`src/rtl/mem_wb_skid_reg_if.sv`:
```
// MEM/WB skid-register bus: MEM-stage enqueue side, write-back dequeue side,
// head forwarding outputs. The lookup ports exist only when WB_FWD_LOOKUP_EN
// is defined.
interface mem_wb_skid_reg_if #(
  parameter int unsigned OPC_W  = 11,
  parameter int unsigned DATA_W = 32,
  parameter int unsigned RD_W   = 5
);
  logic              busy_line;
  logic              flush;

  logic              in_valid;
  logic              in_ready;
  logic [OPC_W-1:0]  in_opcode;
  logic [DATA_W-1:0] in_data;
  logic [RD_W-1:0]   in_rd;
  logic              in_we;

  logic              out_valid;
  logic              out_ready;
  logic [OPC_W-1:0]  out_opcode;
  logic [DATA_W-1:0] out_data;
  logic [RD_W-1:0]   out_rd;
  logic              out_we;

  logic              fwd_valid;
  logic [DATA_W-1:0] fwd_data;
  logic [RD_W-1:0]   fwd_rd;

`ifdef WB_FWD_LOOKUP_EN
  logic [RD_W-1:0]   lk_rs1;
  logic [RD_W-1:0]   lk_rs2;
  logic              lk_hit1;
  logic              lk_hit2;
  logic [DATA_W-1:0] lk_data1;
  logic [DATA_W-1:0] lk_data2;
`endif

  // Environment side: MEM stage producer, write-back consumer, EX lookups.
  modport master (
`ifdef WB_FWD_LOOKUP_EN
    output lk_rs1, lk_rs2,
    input  lk_hit1, lk_hit2, lk_data1, lk_data2,
`endif
    output busy_line, flush,
    output in_valid, in_opcode, in_data, in_rd, in_we,
    input  in_ready,
    input  out_valid, out_opcode, out_data, out_rd, out_we,
    output out_ready,
    input  fwd_valid, fwd_data, fwd_rd
  );

  // Pipeline-register side.
  modport slave (
`ifdef WB_FWD_LOOKUP_EN
    input  lk_rs1, lk_rs2,
    output lk_hit1, lk_hit2, lk_data1, lk_data2,
`endif
    input  busy_line, flush,
    input  in_valid, in_opcode, in_data, in_rd, in_we,
    output in_ready,
    output out_valid, out_opcode, out_data, out_rd, out_we,
    input  out_ready,
    output fwd_valid, fwd_data, fwd_rd
  );
endinterface

```
`src/rtl/mem_wb_skid_reg.sv`:
```
// MEM/WB pipeline register with ready/valid handshake and a 2-entry skid
// buffer. The head entry drives out_*; the skid entry holds a younger one.
// Optional feature macro: WB_FWD_LOOKUP_EN adds a combinational two-port
// Rd lookup across both held entries (younger entry has priority).
module mem_wb_skid_reg #(
  parameter int unsigned OPC_W  = 11,
  parameter int unsigned DATA_W = 32,
  parameter int unsigned RD_W   = 5
) (
  input logic              clk,
  input logic              rst,
  mem_wb_skid_reg_if.slave bus
);

  typedef enum logic [1:0] {StEmpty, StOne, StFull} state_e;

  state_e            state_q, state_d;

  logic [OPC_W-1:0]  head_opc_q, head_opc_d;
  logic [DATA_W-1:0] head_data_q, head_data_d;
  logic [RD_W-1:0]   head_rd_q, head_rd_d;
  logic              head_we_q, head_we_d;

  logic [OPC_W-1:0]  skid_opc_q, skid_opc_d;
  logic [DATA_W-1:0] skid_data_q, skid_data_d;
  logic [RD_W-1:0]   skid_rd_q, skid_rd_d;
  logic              skid_we_q, skid_we_d;

  logic in_ready;
  logic out_valid;
  logic enq;
  logic deq;

  // Handshake qualifiers; busy_line blocks both sides.
  always_comb begin
    in_ready  = (state_q != StFull) && !bus.busy_line;
    out_valid = (state_q != StEmpty);
    enq       = bus.in_valid && in_ready;
    deq       = out_valid && bus.out_ready && !bus.busy_line;
  end

  // Next-state: FIFO occupancy and entry movement. Flush drops any enq.
  always_comb begin
    state_d     = state_q;
    head_opc_d  = head_opc_q;
    head_data_d = head_data_q;
    head_rd_d   = head_rd_q;
    head_we_d   = head_we_q;
    skid_opc_d  = skid_opc_q;
    skid_data_d = skid_data_q;
    skid_rd_d   = skid_rd_q;
    skid_we_d   = skid_we_q;
    if (bus.flush) begin
      state_d = StEmpty;
    end else begin
      unique case (state_q)
        StEmpty: begin
          if (enq) begin
            state_d     = StOne;
            head_opc_d  = bus.in_opcode;
            head_data_d = bus.in_data;
            head_rd_d   = bus.in_rd;
            head_we_d   = bus.in_we;
          end
        end
        StOne: begin
          if (enq && deq) begin
            head_opc_d  = bus.in_opcode;
            head_data_d = bus.in_data;
            head_rd_d   = bus.in_rd;
            head_we_d   = bus.in_we;
          end else if (enq) begin
            state_d     = StFull;
            skid_opc_d  = bus.in_opcode;
            skid_data_d = bus.in_data;
            skid_rd_d   = bus.in_rd;
            skid_we_d   = bus.in_we;
          end else if (deq) begin
            state_d = StEmpty;
          end
        end
        StFull: begin
          if (deq) begin
            state_d     = StOne;
            head_opc_d  = skid_opc_q;
            head_data_d = skid_data_q;
            head_rd_d   = skid_rd_q;
            head_we_d   = skid_we_q;
          end
        end
        default: state_d = StEmpty;
      endcase
    end
  end

  // State registers; synchronous reset overrides flush, busy and handshakes.
  always_ff @(posedge clk) begin
    if (rst) begin
      state_q     <= StEmpty;
      head_opc_q  <= '0;
      head_data_q <= '0;
      head_rd_q   <= '0;
      head_we_q   <= 1'b0;
      skid_opc_q  <= '0;
      skid_data_q <= '0;
      skid_rd_q   <= '0;
      skid_we_q   <= 1'b0;
    end else begin
      state_q     <= state_d;
      head_opc_q  <= head_opc_d;
      head_data_q <= head_data_d;
      head_rd_q   <= head_rd_d;
      head_we_q   <= head_we_d;
      skid_opc_q  <= skid_opc_d;
      skid_data_q <= skid_data_d;
      skid_rd_q   <= skid_rd_d;
      skid_we_q   <= skid_we_d;
    end
  end

  // Head outputs; forwarding never exposes bubbles, non-writes or x0.
  always_comb begin
    bus.in_ready   = in_ready;
    bus.out_valid  = out_valid;
    bus.out_opcode = head_opc_q;
    bus.out_data   = head_data_q;
    bus.out_rd     = head_rd_q;
    bus.out_we     = head_we_q && out_valid;
    bus.fwd_valid  = out_valid && head_we_q && (head_rd_q != '0);
    bus.fwd_data   = head_data_q;
    bus.fwd_rd     = bus.fwd_valid ? head_rd_q : '0;
  end

`ifdef WB_FWD_LOOKUP_EN
  logic skid_live;
  logic head_live;

  // Lookup across live writing entries; skid is younger so it wins.
  always_comb begin
    skid_live    = (state_q == StFull) && skid_we_q;
    head_live    = (state_q != StEmpty) && head_we_q;
    bus.lk_hit1  = 1'b0;
    bus.lk_data1 = '0;
    bus.lk_hit2  = 1'b0;
    bus.lk_data2 = '0;
    if (bus.lk_rs1 != '0) begin
      if (skid_live && (skid_rd_q == bus.lk_rs1)) begin
        bus.lk_hit1  = 1'b1;
        bus.lk_data1 = skid_data_q;
      end else if (head_live && (head_rd_q == bus.lk_rs1)) begin
        bus.lk_hit1  = 1'b1;
        bus.lk_data1 = head_data_q;
      end
    end
    if (bus.lk_rs2 != '0) begin
      if (skid_live && (skid_rd_q == bus.lk_rs2)) begin
        bus.lk_hit2  = 1'b1;
        bus.lk_data2 = skid_data_q;
      end else if (head_live && (head_rd_q == bus.lk_rs2)) begin
        bus.lk_hit2  = 1'b1;
        bus.lk_data2 = head_data_q;
      end
    end
  end
`endif

endmodule

```
`src/flat_wrapper.sv`:
```
// flat-port wrapper written by rule: the top's interface ports become plain ports
module mem_wb_skid_reg_flat 
#(
  parameter int unsigned OPC_W  = 11,
  parameter int unsigned DATA_W = 32,
  parameter int unsigned RD_W   = 5
)
  (clk, rst, bus_busy_line, bus_flush, bus_in_valid, bus_in_opcode, bus_in_data, bus_in_rd, bus_in_we, bus_in_ready, bus_out_valid, bus_out_opcode, bus_out_data, bus_out_rd, bus_out_we, bus_out_ready, bus_fwd_valid, bus_fwd_data, bus_fwd_rd);
  mem_wb_skid_reg_if #(.OPC_W(OPC_W), .DATA_W(DATA_W), .RD_W(RD_W)) bus_i ();
  input logic clk;
  input logic rst;
  input wire logic [$bits(bus_i.busy_line)-1:0] bus_busy_line;
  input wire logic [$bits(bus_i.flush)-1:0] bus_flush;
  input wire logic [$bits(bus_i.in_valid)-1:0] bus_in_valid;
  input wire logic [$bits(bus_i.in_opcode)-1:0] bus_in_opcode;
  input wire logic [$bits(bus_i.in_data)-1:0] bus_in_data;
  input wire logic [$bits(bus_i.in_rd)-1:0] bus_in_rd;
  input wire logic [$bits(bus_i.in_we)-1:0] bus_in_we;
  output wire logic [$bits(bus_i.in_ready)-1:0] bus_in_ready;
  output wire logic [$bits(bus_i.out_valid)-1:0] bus_out_valid;
  output wire logic [$bits(bus_i.out_opcode)-1:0] bus_out_opcode;
  output wire logic [$bits(bus_i.out_data)-1:0] bus_out_data;
  output wire logic [$bits(bus_i.out_rd)-1:0] bus_out_rd;
  output wire logic [$bits(bus_i.out_we)-1:0] bus_out_we;
  input wire logic [$bits(bus_i.out_ready)-1:0] bus_out_ready;
  output wire logic [$bits(bus_i.fwd_valid)-1:0] bus_fwd_valid;
  output wire logic [$bits(bus_i.fwd_data)-1:0] bus_fwd_data;
  output wire logic [$bits(bus_i.fwd_rd)-1:0] bus_fwd_rd;
  assign bus_i.busy_line = bus_busy_line;
  assign bus_i.flush = bus_flush;
  assign bus_i.in_valid = bus_in_valid;
  assign bus_i.in_opcode = bus_in_opcode;
  assign bus_i.in_data = bus_in_data;
  assign bus_i.in_rd = bus_in_rd;
  assign bus_i.in_we = bus_in_we;
  assign bus_in_ready = bus_i.in_ready;
  assign bus_out_valid = bus_i.out_valid;
  assign bus_out_opcode = bus_i.out_opcode;
  assign bus_out_data = bus_i.out_data;
  assign bus_out_rd = bus_i.out_rd;
  assign bus_out_we = bus_i.out_we;
  assign bus_i.out_ready = bus_out_ready;
  assign bus_fwd_valid = bus_i.fwd_valid;
  assign bus_fwd_data = bus_i.fwd_data;
  assign bus_fwd_rd = bus_i.fwd_rd;
  mem_wb_skid_reg #(.OPC_W(OPC_W), .DATA_W(DATA_W), .RD_W(RD_W)) u_core (.clk(clk), .rst(rst), .bus(bus_i));
endmodule
```
`config.mk`:
```
export PLATFORM = sky130hd
export DESIGN_NAME = mem_wb_skid_reg_flat
export DESIGN_NICKNAME = d
export VERILOG_FILES = /design/src/rtl/mem_wb_skid_reg_if.sv /design/src/rtl/mem_wb_skid_reg.sv /design/src/flat_wrapper.sv
export SDC_FILE = /design/constraint.sdc
export NUM_CORES = 1
export LEC_CHECK = 0
export ABC_AREA = 1
export CORE_UTILIZATION = 51
export DETAILED_ROUTE_END_ITERATION = 10
export HOLD_SLACK_MARGIN = 0.05
export PLACE_DENSITY_LB_ADDON = 0.12
export SYNTH_ARGS = -nofsm -noshare
export SYNTH_HDL_FRONTEND = slang
export SYNTH_SLANG_ARGS = --single-unit
```
`constraint.sdc`:
```
create_clock -name clk -period 3.9 [get_ports clk]
set_input_delay 0.585 -clock clk [delete_from_list [all_inputs] [get_ports clk]]
set_output_delay 0.585 -clock clk [all_outputs]
set_load 0.05 [all_outputs]
```
==> results of run 1 <==
## layer usage
layer / track usage (%) / up-vias
met4: 9.30 / 0
met1: 26.6 / 2173
met2: 43.1 / 146
met3: 4.61 / 16
met5: 0 / -
li1: - / 2373
## cell usage after synthesis (all sizes together)
cell	count	area, µm²
nand2	129	494
a21oi	43	215
nor2	125	477
inv	108	405
buf	54	368
o21ai	91	455
nand3	55	285
nor3	1	5.00
clkbuf	22	82.6
dfxtp	100	2000
nand4	1	6.26
## cell families (layout without fill, tap and decap cells)
logic type	count (synthesis)	after routing	synth area share (%)
compound gates	134	134	14.0
flops	100	100	41.7
buf+inv	184	273	17.8
simple gates	311	311	26.4
## state kept, by name, summed over array words and instances, names as in the netlist
signal                 flops
u_core.bus.out_opcode     11
u_core.bus.fwd_data       32
u_core.skid_data_q        32
u_core.skid_we_q           1
u_core.head_we_q           1
u_core.skid_rd_q           5
u_core.state_q             2
u_core.bus.out_rd          5
u_core.skid_opc_q         11
## per-stage QoR
step	util (%)	cell area [µm²]	hold WS, ps	power (µW)	worst slack [ps]
after floorplan	-	4800	425	1500	1290
after detailed placement	65.2	5970	439	1670	1170
after CTS	67.3	6160	453	2310	1130
after global placement	65.2	5970	432	1660	1300
after global routing	67.3	6160	463	2410	862
final	67.3	6160	449	2290	1130
## worst max-delay path: cells and delay by family, from the launching register on
kind | cells | cell delay (ps)
buffers and inverters | 3 | 1020
DFF | 1 | 410
and+or+nand+nor | 4 | 410
## where the power goes
group	total (µW)	internal (µW)	switching (µW)
clock network	647	296	351
logic	561	200	361
registers	1090	1060	26.9
total	2290	1560	739
## area by class of cell
cell class                 count  area share (%)
inverter                     108            6.58
clock inverter                 6            1.06
multi-input combinational    445            31.6
tap                          111            2.25
timing repair buffer         149            24.0
clock buffer                  10            2.07
sequential                   100            32.5
## final timing paths
kind                                      from                                    to  slack (ps)
min          u_core.skid_opc_q[4]$_SDFFE_PP0P_     u_core.skid_opc_q[4]$_SDFFE_PP0P_         450
max             u_core.state_q[1]$_SDFFE_PP0P_                         bus_fwd_rd[1]        1130
min reg2reg  u_core.skid_opc_q[4]$_SDFFE_PP0P_     u_core.skid_opc_q[4]$_SDFFE_PP0P_         450
max reg2reg     u_core.state_q[0]$_SDFFE_PP0P_  u_core.bus.fwd_data[19]$_SDFFE_PP0P_        1180
==> reports/metrics.cfg, run 1 <==
[status]
run_status = complete, no violations

[layout]
insertedDiodeCount = 0
layout_commonest_cell = clkdlybuf4s50_1
synthToLayoutAreaGrowth_pct = 28.5
mostFrequentLayoutCells = 143 x clkdlybuf4s50_1, 126 x nand2_1, 124 x nor2_1, 103 x inv_1, 100 x dfxtp_1
fillers = 830
drive_gt1_share_pct = 4.03
fin_nets = 868
ff_latch_area_um2 = 2000
multi_input_area_um2 = 1950
layout.cells.non_filler = 929

[placement]
port_buffers = 143
post-dp-hpwl_um = 7440
place_inst = 913
gp_congestion = 0.879

[floorplanning]
die_w_um = 99.0
coreArea_um2 = 9150
die_h_um = 99.0
die_area_um2 = 9800
initial_core_util_pct = 52.4
io_pins = 144
rows = 35

[worst_setup_path]
critPathSlowestCell = clkdlybuf4s50_1
crit_chain = inv_1 -> nand2_2 -> nand2_1 -> inv_1 -> nand2_1 -> nor2_1 -> clkdlybuf4s50_1
cp-end-kind = output pin
worst_ep_arrival_time_ps = 2190
crit_path_max_incr_delay_ps = 810
path_class = reg -> out
required_ps = 3310
cp_max_fo = 5
r2r_cells = 10
setup.worst_path.start_class = flop

[sta]
rsz0062_at_grt = false
finalCritPeriodShare_pct = 71.2
slew_violations = 0
max_freq_ghz = 0.360
fin_skew_ps = 9.69
min_period_ps = 2770
relSlewSlack_pct = 37.6
setup_violations = 0
finalSetupTns_ps = 0
worst_pin_slew_ps = 933
finalHoldViolations = 0

[cts]
clockBufferDepth = 2
cts_buffers = 9
cts_tree = done
cts_resized = 0
clk_latency_ps = 360
cts_sinks = 100
path_clk_slew_ps = 90
postCtsSetupBuffers = 0
cts_root_buf = clkbuf_8
cts_hold_buf = 0
h-tree-depth = 3

[global_routing]
grt_pass1_vias = 4401
grt_max_degree = 92
grt-ovfl-total = 0
grt_usage_pct = 23.5
grt_pass1_wl_um = 18800
antenna_found_initial = 0

[synthesis]
postSynthAreaPerCell_um2 = 6.58
ys_types = 19
syn_area_um2 = 4800
syn_inst = 729
yosysSeqAreaShare_pct = 41.7
yosysWarnings = 0
syn_nets = 784
synth-seq-cells = 100

[detailed_routing]
drt_iter0_drc = 205
vias = 4708
viasPerCell = 5.07
routed.top_layer = met4
wl_um = 11100
antenna_left = 0
post-route-drc-count = 0
met1_length_um = 4740
wire_per_inst_um = 11.9
wl_met3_um = 658
drt_pass1_iterations = 4
met2_length_um = 5510

[power]
p_leak_uw = 0.00264
irDropWorstVdd_mv = 0.204
powerDensity_nw_per_um2 = 372

[flow_run]
cap_violations = 0

[hold_path]
hold_path.class = reg -> reg
hold_path_depth = 2

No activity file was read; power rests on OpenSTA's default activity.
==> run 2, diff against run 1 <==
--- a/config.mk
+++ b/config.mk
@@ -6,7 +6,7 @@
 export NUM_CORES = 1
 export LEC_CHECK = 0
 export ABC_AREA = 1
-export CORE_UTILIZATION = 51
+export CORE_UTILIZATION = 47
 export DETAILED_ROUTE_END_ITERATION = 10
 export HOLD_SLACK_MARGIN = 0.05
 export PLACE_DENSITY_LB_ADDON = 0.12
==> constraint.sdc (replaced) <==
create_clock -name clk -period 2.6 [get_ports clk]
set_input_delay 0.39 -clock clk [delete_from_list [all_inputs] [get_ports clk]]
set_output_delay 0.39 -clock clk [all_outputs]
set_load 0.05 [all_outputs]
==> run 2 against run 1 <==
Compared with the run above:
- combinational power increased by 53%
- wire length increased by 3.3%
- largest power group unchanged
- setup slack worse by 900 ps
- die area increased by 8.3%
==> reports/metrics.cfg, run 2 (synthesis results as in run 1) <==
[cts]
cts_buffers = 9
cts_sinks = 100
clk_latency_ps = 360
cts_root_buf = clkbuf_8
h-tree-depth = 3
postCtsSetupBuffers = 0
cts_tree = done
clockBufferDepth = 2
path_clk_slew_ps = 90

[global_routing]
grt-ovfl-total = 0
grt_pass1_vias = 4185
antenna_found_initial = 0
grt_pass1_wl_um = 18200
grt_max_degree = 100
grt_usage_pct = 21.7

[sta]
worst_pin_slew_ps = 779
rsz0062_at_grt = false
finalHoldViolations = 0
fin_skew_ps = 14.3
max_freq_ghz = 0.422
finalCritPeriodShare_pct = 91.2
whs_ps = 452
setup_violations = 0
min_period_ps = 2370
slew_violations = 0
finalSetupTns_ps = 0
relSlewSlack_pct = 48.1

[layout]
fin_nets = 870
mostFrequentLayoutCells = 139 x clkdlybuf4s50_1, 126 x nand2_1, 124 x nor2_1, 103 x inv_1, 100 x dfxtp_1
insertedDiodeCount = 0
synthToLayoutAreaGrowth_pct = 30.5
layout_commonest_cell = clkdlybuf4s50_1
drive_gt1_share_pct = 4.27

[detailed_routing]
drt_iter0_drc = 211
post-route-drc-count = 0
met2_length_um = 5740
met1_length_um = 4810
viasPerCell = 4.86
wl_um = 11400
drt_pass1_iterations = 5
wl_met3_um = 718
wire_per_inst_um = 12.0
routed.top_layer = met4
vias = 4636
antenna_left = 0

[floorplanning]
die_h_um = 103
initial_core_util_pct = 48.8
die_w_um = 103
io_pins = 144
rows = 36
die_area_um2 = 10600
coreArea_um2 = 9820

[hold_path]
min_to = u_core.skid_data_q[10]$_SDFFE_PP0P_
hold_path.class = reg -> reg
hold_path_depth = 2
hp-start = u_core.skid_data_q[10]$_SDFFE_PP0P_

[power]
powerDensity_nw_per_um2 = 541
p_leak_uw = 0.00273
irDropWorstVdd_mv = 0.265

[worst_setup_path]
required_ps = 2210
r2r-end = u_core.bus.out_opcode[8]$_SDFFE_PP0P_
cp_max_fo = 5
cp-end-kind = output pin
reg2reg_from = u_core.state_q[0]$_SDFFE_PP0P_
r2r_cells = 9
worst_ep_arrival_time_ps = 1980
setup.worst_path.start_class = flop
rrSetupSlack_ps = 800
path_class = reg -> out

[flow_run]
cap_violations = 0

[placement]
post-dp-hpwl_um = 7640
port_buffers = 143
gp_congestion = 0.845

[status]
run_status = complete, no violations

run 2: critical path: stages (launching register included):
cell,delay [ps]
dfxtp_1,400
inv_1,100
nand2_2,100
nand2_1,110
nor2_1,110
clkdlybuf4s50_1,810
run 2: timing repair:
| item | 4_1_cts | 5_1_grt |
|---|---|---|
| setup endpoints to repair | 0 | 3 |
| gates resized for setup | 0 | 3 |
| hold buffers | 0 | 0 |
run 2: worst max path at each step:
stage | startpoint | endpoint | slack (ps) | cells past startpoint
CTS | u_core.state_q[1]$_SDFFE_PP0P_ | bus_fwd_rd[0] | 70 | 7
global route | u_core.state_q[1]$_SDFFE_PP0P_ | bus_fwd_rd[2] | 130 | 5
finish | u_core.state_q[1]$_SDFFE_PP0P_ | bus_fwd_rd[2] | 230 | 5
detailed placement | bus_in_valid | u_core.skid_data_q[19]$_SDFFE_PP0P_ | 440 | 7
floorplan | u_core.state_q[1]$_SDFFE_PP0P_ | bus_fwd_rd[0] | 180 | 6
global placement | u_core.state_q[1]$_SDFFE_PP0P_ | bus_fwd_rd[1] | 510 | 7
run 2: power by group:
group | total [µW] | leakage, µW | internal (µW) | switching, µW
logic | 860 | 0.00184 | 314 | 546
clock network | 896 | 0.0000760 | 351 | 545
registers | 1630 | 0.000813 | 1590 | 38.9
run 2: final cells by class:
type	count	area, µm²
flip-flops and latches	100	2000
clock inverters	5	36.3
multi-input cells	445	1950
fillers	985	3560
repair buffers	151	1570
well taps	133	166
inverters	108	405
clock buffers	11	131
run 2: layer usage:
layer | vias to the layer above | track usage (%)
met5 | - | 0
met2 | 124 | 40.5
met4 | 0 | 7.26
met1 | 2118 | 24.4
met3 | 12 | 4.47
li1 | 2382 | -
run 2: metrics by stage:
step	std cells	utilization [%]	area, µm²	total power [µW]	setup slack [ps]
final	953	63.7	6260	3380	230
after global routing	953	63.7	6260	3540	128
after CTS	953	63.7	6250	3410	74.1
after detailed placement	937	62.0	6080	2530	440
after global placement	937	62.0	6080	2510	508
after floorplan	729	-	4800	2250	181
==> run 3, diff against run 2 <==
--- a/config.mk
+++ b/config.mk
@@ -6,8 +6,10 @@
 export NUM_CORES = 1
 export LEC_CHECK = 0
 export ABC_AREA = 1
-export CORE_UTILIZATION = 47
+export CORE_UTILIZATION = 63
 export DETAILED_ROUTE_END_ITERATION = 10
+export DONT_BUFFER_PORTS = 1
+export GPL_TIMING_DRIVEN = 0
 export HOLD_SLACK_MARGIN = 0.05
 export PLACE_DENSITY_LB_ADDON = 0.12
 export SYNTH_ARGS = -nofsm -noshare
==> run 3 against run 2 <==
Compared with the run above:
- register-to-register slack got worse by 120 ps
- wire length increased by 1.1%
- sequential share of layout area rose by 6.8 points
- largest cell class unchanged
==> reports/metrics.cfg, run 3 (synthesis results as in run 1) <==
[sta]
min_period_ps = 2510
relSlewSlack_pct = 40.9
worst_pin_slew_ps = 884
fin_skew_ps = 11.1
rsz0062_at_grt = false
finalCritPeriodShare_pct = 96.4
setup_violations = 0
finalHoldViolations = 0
slew_violations = 0
finalSetupTns_ps = 0
max_freq_ghz = 0.399

[worst_setup_path]
r2r_cells = 11
setup.worst_path.start_class = flop
cp-end-kind = output pin
cp_max_fo = 5
required_ps = 2210
worst_ep_arrival_time_ps = 2120
reg2reg_from = u_core.state_q[1]$_SDFFE_PP0P_
path_class = reg -> out
rrSetupSlack_ps = 680
r2r-end = u_core.bus.fwd_data[19]$_SDFFE_PP0P_

[detailed_routing]
wl_um = 11500
vias = 4448
met1_length_um = 4660
wl_met3_um = 906
post-route-drc-count = 0
viasPerCell = 5.27
antenna_left = 0
wire_per_inst_um = 13.7
routed.top_layer = met4
drt_iter0_drc = 214
drt_pass1_iterations = 5
met2_length_um = 5670

[global_routing]
grt_pass1_vias = 4028
grt_usage_pct = 29.1
antenna_found_initial = 0
grt-ovfl-total = 0
grt_max_degree = 18
grt_pass1_wl_um = 17800

[layout]
multi_input_area_um2 = 1960
drive_gt1_share_pct = 10.9
layout_commonest_cell = nand2_1
fin_nets = 795
layout.cells.non_filler = 844
ff_latch_area_um2 = 2000
mostFrequentLayoutCells = 125 x nand2_1, 122 x nor2_1, 101 x inv_1, 100 x dfxtp_1, 91 x o21ai_0
fillers = 652
insertedDiodeCount = 0
synthToLayoutAreaGrowth_pct = 7.62

[power]
powerDensity_nw_per_um2 = 646
power.switching_uw = 1120
irDropWorstVdd_mv = 0.350
power.clock.fraction_pct = 31.1
p_seq_share_pct = 54.4
swShare_pct = 33.5
p_leak_uw = 0.00238
comb_power_share_pct = 14.5
p_int_uw = 2220

[hold_path]
hp-start = bus_in_rd[1]
hold_path.class = in -> reg
hold_path_depth = 2
min_to = u_core.skid_rd_q[1]$_SDFFE_PP0P_

[floorplanning]
rows = 31
initial_core_util_pct = 65.8
coreArea_um2 = 7290
die_w_um = 89.3
die_area_um2 = 7970
io_pins = 144
die_h_um = 89.3

[cts]
cts_root_buf = clkbuf_8
h-tree-depth = 3
cts_hold_buf = 0
postCtsSetupBuffers = 0
cts_resized = 7
clk_latency_ps = 370
path_clk_slew_ps = 90
cts_sinks = 100
clockBufferDepth = 2
cts_tree = done
cts_buffers = 9

[placement]
port_buffers = 0
post-dp-hpwl_um = 8380
place_inst = 828
gp_congestion = 0.923

[flow_run]
cap_violations = 0

[status]
run_status = complete, no violations

-- run 3: changes by cell type in the layout (fill, tap and decap cells not counted), moves of 2 or more --
cell,delta
clkdlybuf4s50_1,-139
buf_4,+31
clkbuf_1,+20
buf_2,+12
buf_12,-6
buf_1,+5
buf_6,+3
dlymetal6s2s_1,-3
inv_1,-2
nor2_1,-2
nor2_4,+2
-- run 3: how the worst max path moves through the flow --
stage / startpoint / endpoint / slack, ps
finish: u_core.state_q[0]$_SDFFE_PP0P_ / bus_fwd_valid / 90
floorplan: u_core.state_q[1]$_SDFFE_PP0P_ / bus_fwd_rd[0] / 180
global placement: u_core.state_q[1]$_SDFFE_PP0P_ / bus_fwd_rd[0] / 60
global route: u_core.state_q[0]$_SDFFE_PP0P_ / bus_fwd_valid / 40
detailed placement: u_core.state_q[1]$_SDFFE_PP0P_ / bus_fwd_rd[1] / 30
CTS: u_core.state_q[0]$_SDFFE_PP0P_ / bus_fwd_valid / 10
-- run 3: power by group through the flow --
stage,Combinational (µW),Clock [µW],Sequential [µW]
final,484,1040,1810
after global routing,536,1120,1820
after CTS,481,1050,1810
after detailed placement,477,0,1850
after global placement,467,0,1850
after floorplan,415,0,1840
-- run 3: per-layer routing --
layer,vias to the layer above,global-route usage (%)
met4,0,13.9
met5,-,0
li1,2230,-
met2,168,50.0
met1,2017,33.9
met3,33,7.66
-- run 3: cell type report --
type / instances / share of cell area [%]
multi-input combinational: 445 / 38.0
tap: 99 / 2.40
clock buffer: 10 / 2.67
inverter: 108 / 8.00
sequential: 100 / 38.8
buffer: 76 / 8.73
clock inverter: 6 / 1.38
-- run 3: worst max-delay path, cell delays in order (launching register included) --
cell        delay, ps
dfxtp_1           350
inv_2             120
nand2_2           250
nand2_2           220
clkinvlp_4        310
nand2_4           230
clkinvlp_4        260
-- run 3: per-stage QoR --
stage / hold WS, ps / total power [µW] / area (µm²) / setup slack [ps] / utilization, %
floorplan: 425 / 2250 / 4800 / 181 / -
global placement: 434 / 2310 / 4920 / 62.7 / 67.5
detailed placement: 442 / 2330 / 4920 / 27.3 / 67.5
CTS: 184 / 3340 / 5150 / 13.5 / 70.7
global route: 179 / 3480 / 5160 / 36.5 / 70.8
finish: 186 / 3330 / 5160 / 92.8 / 70.8
